[src/rtl/input_conditioner.sv]
// Synchronizes, debounces and edge-detects one active-low key and four slide switches,
// with an auto-repeat step generator on the debounced key.
//
// state    | meaning
// S_IDLE   | key released, no repeat activity
// S_DELAY  | key held, counting towards the first auto-repeat step
// S_REPEAT | key held, issuing a step every REPEAT_PERIOD cycles
module input_conditioner #(
  parameter int DEBOUNCE_CYCLES = 50000,
  parameter int REPEAT_DELAY    = 25000000,
  parameter int REPEAT_PERIOD   = 5000000
) (
  input  logic       clock,
  input  logic       reset,
  input  logic       key_raw,
  input  logic [3:0] switch_raw,
  input  logic       repeat_en,
  output logic [3:0] switch,
  output logic       switch_changed,
  output logic       key_held,
  output logic       key_press,
  output logic       key_release,
  output logic       key_step
);

  localparam int DW   = $clog2(DEBOUNCE_CYCLES) + 1;
  localparam int RMAX = (REPEAT_DELAY > REPEAT_PERIOD) ? REPEAT_DELAY : REPEAT_PERIOD;
  localparam int RW   = $clog2(RMAX) + 1;

  localparam logic [DW-1:0] DB_LAST     = DW'(DEBOUNCE_CYCLES - 1);
  localparam logic [RW-1:0] DELAY_LAST  = RW'(REPEAT_DELAY - 1);
  localparam logic [RW-1:0] PERIOD_LAST = RW'(REPEAT_PERIOD - 1);
  // bit 4 is the key (idle high), bits 3:0 are the switches (idle low)
  localparam logic [4:0]    IDLE_LEVEL  = 5'b1_0000;

  typedef enum logic [1:0] {S_IDLE, S_DELAY, S_REPEAT} state_t;

  logic [4:0]    raw, sync1, sync2, stable, differ, accept;
  logic [DW-1:0] db_cnt [5];
  logic          press_evt, release_evt, step_evt;
  state_t        state, state_nxt;
  logic [RW-1:0] rpt_cnt, rpt_cnt_nxt;

  assign raw = {key_raw, switch_raw};

  always_ff @(posedge clock or negedge reset) begin
    if (!reset) begin
      sync1 <= IDLE_LEVEL;
      sync2 <= IDLE_LEVEL;
    end else begin
      sync1 <= raw;
      sync2 <= sync1;
    end
  end

  assign differ = sync2 ^ stable;

  always_comb begin
    accept = '0;
    for (int i = 0; i < 5; i++) begin
      accept[i] = differ[i] && (db_cnt[i] == DB_LAST);
    end
  end

  always_ff @(posedge clock or negedge reset) begin
    if (!reset) begin
      stable <= IDLE_LEVEL;
      for (int i = 0; i < 5; i++) begin
        db_cnt[i] <= '0;
      end
    end else begin
      for (int i = 0; i < 5; i++) begin
        if (!differ[i] || accept[i]) begin
          db_cnt[i] <= '0;
        end else begin
          db_cnt[i] <= db_cnt[i] + DW'(1);
        end
      end
      stable <= stable ^ accept;
    end
  end

  assign press_evt   = accept[4] && !sync2[4];
  assign release_evt = accept[4] &&  sync2[4];

  always_comb begin
    state_nxt   = state;
    rpt_cnt_nxt = rpt_cnt;
    step_evt    = 1'b0;
    case (state)
      S_IDLE: begin
        if (press_evt) begin
          state_nxt   = S_DELAY;
          rpt_cnt_nxt = '0;
          step_evt    = 1'b1;
        end
      end
      S_DELAY: begin
        if (repeat_en) begin
          if (rpt_cnt == DELAY_LAST) begin
            state_nxt   = S_REPEAT;
            rpt_cnt_nxt = '0;
            step_evt    = 1'b1;
          end else begin
            rpt_cnt_nxt = rpt_cnt + RW'(1);
          end
        end
      end
      S_REPEAT: begin
        if (repeat_en) begin
          if (rpt_cnt == PERIOD_LAST) begin
            rpt_cnt_nxt = '0;
            step_evt    = 1'b1;
          end else begin
            rpt_cnt_nxt = rpt_cnt + RW'(1);
          end
        end
      end
      default: begin
        state_nxt   = S_IDLE;
        rpt_cnt_nxt = '0;
      end
    endcase
    // a release overrides any step that would coincide with it
    if (release_evt) begin
      state_nxt   = S_IDLE;
      rpt_cnt_nxt = '0;
      step_evt    = 1'b0;
    end
  end

  always_ff @(posedge clock or negedge reset) begin
    if (!reset) begin
      state   <= S_IDLE;
      rpt_cnt <= '0;
    end else begin
      state   <= state_nxt;
      rpt_cnt <= rpt_cnt_nxt;
    end
  end

  always_ff @(posedge clock or negedge reset) begin
    if (!reset) begin
      switch_changed <= 1'b0;
      key_press      <= 1'b0;
      key_release    <= 1'b0;
      key_step       <= 1'b0;
    end else begin
      switch_changed <= |accept[3:0];
      key_press      <= press_evt;
      key_release    <= release_evt;
      key_step       <= step_evt;
    end
  end

  assign switch   = stable[3:0];
  assign key_held = ~stable[4];

endmodule

[config.mk]
export PLATFORM = sky130hd
export DESIGN_NAME = input_conditioner
export DESIGN_NICKNAME = d
export VERILOG_FILES = /design/src/rtl/input_conditioner.sv
export SDC_FILE = /design/constraint.sdc
export NUM_CORES = 1
export LEC_CHECK = 0
export CAP_MARGIN = 20
export CORE_UTILIZATION = 50
export CTS_CLUSTER_SIZE = 16
export DETAILED_ROUTE_END_ITERATION = 8
export MAX_ROUTING_LAYER = met4
export PLACE_DENSITY_LB_ADDON = 0.25
export SYNTH_ARGS = -nofsm -noshare
export SYNTH_HDL_FRONTEND = slang
export SYNTH_SLANG_ARGS = --single-unit
[constraint.sdc]
create_clock -name clock -period 2.8 [get_ports clock]
set_clock_uncertainty 0.1 [all_clocks]
set_input_delay 0.56 -clock clock [delete_from_list [all_inputs] [get_ports clock]]
set_output_delay 0.56 -clock clock [all_outputs]
set_load 0.05 [all_outputs]
==> flow_summary_export.csv <==
group,metric,value,unit
worst_setup_path,cp-end-kind,"register",
cts,clock_path_buffers,2,
timing,tightest_slew,0.7790,ns
yosys,synthSimpleGateAreaFrac,0.2836,
cells_and_area,syn_to_final_growth,14.50,%
power_and_ir_drop,leakagePower,3.382,nW
worst_setup_path,cp_num_cells,9,
global_routing,grt_pass1_wl,21710,um
timing,finalSetupViolCount,0,
yosys,netlist_area,6481,um2
yosys,yosysTopAreaCell,"dfrtp_1",
yosys,synth_area_leaders,"dfrtp_1 (50%), xor2_1 (6.1%), nor2_1 (5.8%)",
placed_design,dpl_cell_area,6845,um2
worst_setup_path,r2r_slack,0.16,ns
floorplanning,die_w,115.9,um
yosys,synth_commonest_cells,"dfrtp_1 (129), nor2_1 (101), nand2_1 (77), nand3_1 (70), xor2_1 (45)",
power_and_ir_drop,pwr_density_cell,560.2,nW/um2
floorplanning,start_util,0.5136,
worst_setup_path,arrival,2.88,ns
global_routing,antenna_found_initial,0,
yosys,synth.most_common_cell,"dfrtp_1",
floorplanning,die-area,13420,um2
timing,finalHoldViolCount,0,
route,num_vias,4773,
cts,htree_num_levels,4,
route,routed_wirelength,12390,um
timing,rsz0062_at_grt,"no",
worst_setup_path,cp_max_fo,7,
cts,clock-root-buffer,"clkbuf_16",
worst_setup_path,reg2regPathDepth,9,
yosys,synthDominantCellAreaShare,0.4981,
worst_setup_path,r2r_end,"rpt_cnt[11]",
yosys,synth-compound-area-share,0.04363,
global_routing,use_met1,0.2656,
yosys,synth_seq_cells,132,
cts,clock-sinks,132,
floorplanning,ioPinCount,17,
yosys,synth_top_family_by_area,"simple AND/OR/NAND/NOR gates",
yosys,async_flop_share,1.000,
timing,slew_headroom,0.4807,
hold_path,hp-class,"register to register",
cells_and_area,n_antenna_cell,0,
cells_and_area,nets,711,
cts,clk_latency,0.41,ns
status,status,"complete, no violations",
route,ant_nets,0,
route,dr.pass1.iters,4,
worst_setup_path,path_class,"register to register",
worst_setup_path,cp-start-kind,"register",
yosys,ys.flop_type,"dfrtp_1",
job,drv_cap,0,
cts,cts_tree,"yes",
floorplanning,core.rowCount,41,
cts,numCtsBuffers,17,
timing,fmax,378.1,MHz
global_routing,grt_pass1_vias,4720,
global_routing,grt_start_max_net_pins,57,
route,routed_via_density,5.455,
worst_setup_path,path_buf_inv,2,
yosys,synth_xor_area_frac,0.1027,
floorplanning,die_h,115.9,um
placed_design,dpl.hpwl,8434,um
worst_setup_path,slowest_stage,"or4_1",
worst_setup_path,critical_path.top_delay_family,"simple AND/OR/NAND/NOR gates",
timing,post-route-period-util,0.9445,
worst_setup_path,worstPathRequired,3.04,ns
global_routing,use_met2,0.3405,
cts,cts_setup_buffers,0,
yosys,ys_warn_count,0,
yosys,muxShareOfSynthArea,0.01158,
cells_and_area,drive_gt1_frac,0.08677,
worst_setup_path,crit_chain,"inv_1, ha_1, o21ba_1, or4_1, o22a_1, a211o_4, buf_4, or3_1, nand3_1",
power_and_ir_drop,p_total,4.157,mW
floorplanning,fp.coreArea,12620,um2
route,remaining_drc_errors,0,
placed_design,port_buffers,16,
worst_setup_path,cpPeakStageDelay,0.41,ns
global_routing,globalRoute.totalOverflow,0,
yosys,syn_inst,667,
route,drtIter0Drc,326,
worst_setup_path,crit_start,"state[0]",
power_and_ir_drop,peakVddDrop,0.0004120,V
route,avgRoutedWirePerCell,14.16,um
cts,clk_pin_slew_worst_paths,0.05,ns
cells_and_area,final_area,7421,um2
yosys,syn-num-nets,686,
yosys,synth_edf_count,0,
global_routing,top_usage_layer,"met2",
yosys,seq_area_frac_synth,0.5102,
worst_setup_path,endpoint,"rpt_cnt[11]",
yosys,ys_types,57,
yosys,avgSynthCellArea,9.717,um2
placed_design,place_congestion,0.8233,
global_routing,track_usage,0.2139,
global_routing,gr-usage-met3,0.06067,
yosys,yosys.area_share.adder,0.02124,
worst_setup_path,worstReg2RegStart,"state[0]",
timing,period_needed,2.645,ns
timing,drv_slew,0,
-- state kept, by name, summed over array words and instances, names as in the netlist, named ones only --
register / count
key_step: 1
state: 2
rpt_cnt: 26
sync1: 5
key_release: 1
key_press: 1
db_cnt: 85
sync2: 5
switch_changed: 1
-- cell usage in the layout, fill, tap and decap left out, types with 7 or more instances in the layout --
cell type,count
a21oi_1,10
and3_1,27
buf_4,7
clkbuf_16,17
clkdlybuf4s50_1,15
dfrtp_1,128
ha_1,11
inv_1,11
nand2_1,77
nand3_1,70
nand4_1,16
nor2_1,101
nor3_1,10
nor4_1,11
or3_1,19
or4_1,7
xnor2_1,31
xor2_1,45
-- logic make-up after synthesis --
kind of cell               after synthesis
and+or+nand+nor                        369
DFF                                    132
xor gates and xnor gates                76
AOI/OAI and AO/OA                       40
buffers and inverters                   32
adders and majority gates               11
muxes                                    7
-- final cells by class --
cell class              count  area (um2)
fillers                  1113        5199
repair buffers             27       292.8
clock buffers              26       519.2
flip-flops and latches    132        3308
well taps                 172       215.2
clock inverters             4       45.04
inverters                  11       41.29
multi-input cells         503        2999
-- layer usage --
| layer | wire, um | share of wire | up-vias |
|---|---|---|---|
| met5 | 0 | 0 | - |
| met4 | 141 | 0.011 | 0 |
| met3 | 365 | 0.029 | 14 |
| met2 | 6078 | 0.49 | 51 |
| met1 | 5808 | 0.47 | 2354 |
| li1 | - | - | 2354 |
-- power by group --
group	switching [mW]	internal (mW)
clock network	0.748	1.35
registers	0.0175	1.94
logic	0.0723	0.0345
total	0.838	3.32
-- metrics by stage --
| step | utilization | hold slack, ns | setup slack [ns] | setup TNS (ns) | instances |
|---|---|---|---|---|---|
| 6_report | 0.5880 | 0.2527 | 0.1555 | 0 | 875 |
| 2_1_floorplan | - | 0.1644 | 0.2987 | 0 | 667 |
| 3_3_place_gp | 0.5424 | 0.2434 | -0.09122 | -1.292 | 844 |
| 5_1_grt | 0.5880 | 0.2565 | 0.03935 | 0 | 875 |
| 4_1_cts | 0.5879 | 0.2559 | 0.1216 | 0 | 875 |
| 3_5_place_dp | 0.5424 | 0.2456 | -0.1378 | -1.951 | 844 |
-- how the worst min path moves through the flow --
stage / depth (start not counted) / to / from / slack, ns
after global placement: 0 / sync2[3] / sync1[3] / 0.24
after detailed placement: 0 / sync2[0] / sync1[0] / 0.25
after CTS: 0 / sync2[4] / sync1[4] / 0.26
after floorplan: 0 / asynchronous set/reset pin / reset / 0.16
after global routing: 0 / sync2[4] / sync1[4] / 0.26
final: 0 / sync2[0] / sync1[0] / 0.25
-- repair_timing --
item | 4_1_cts | 5_1_grt
hold buffers | 1 | 0
hold endpoints to repair | 1 | 0
endpoints found under the setup margin | 0 | 6
resized for setup | 0 | 1
(Power assumes the default switching activity.)
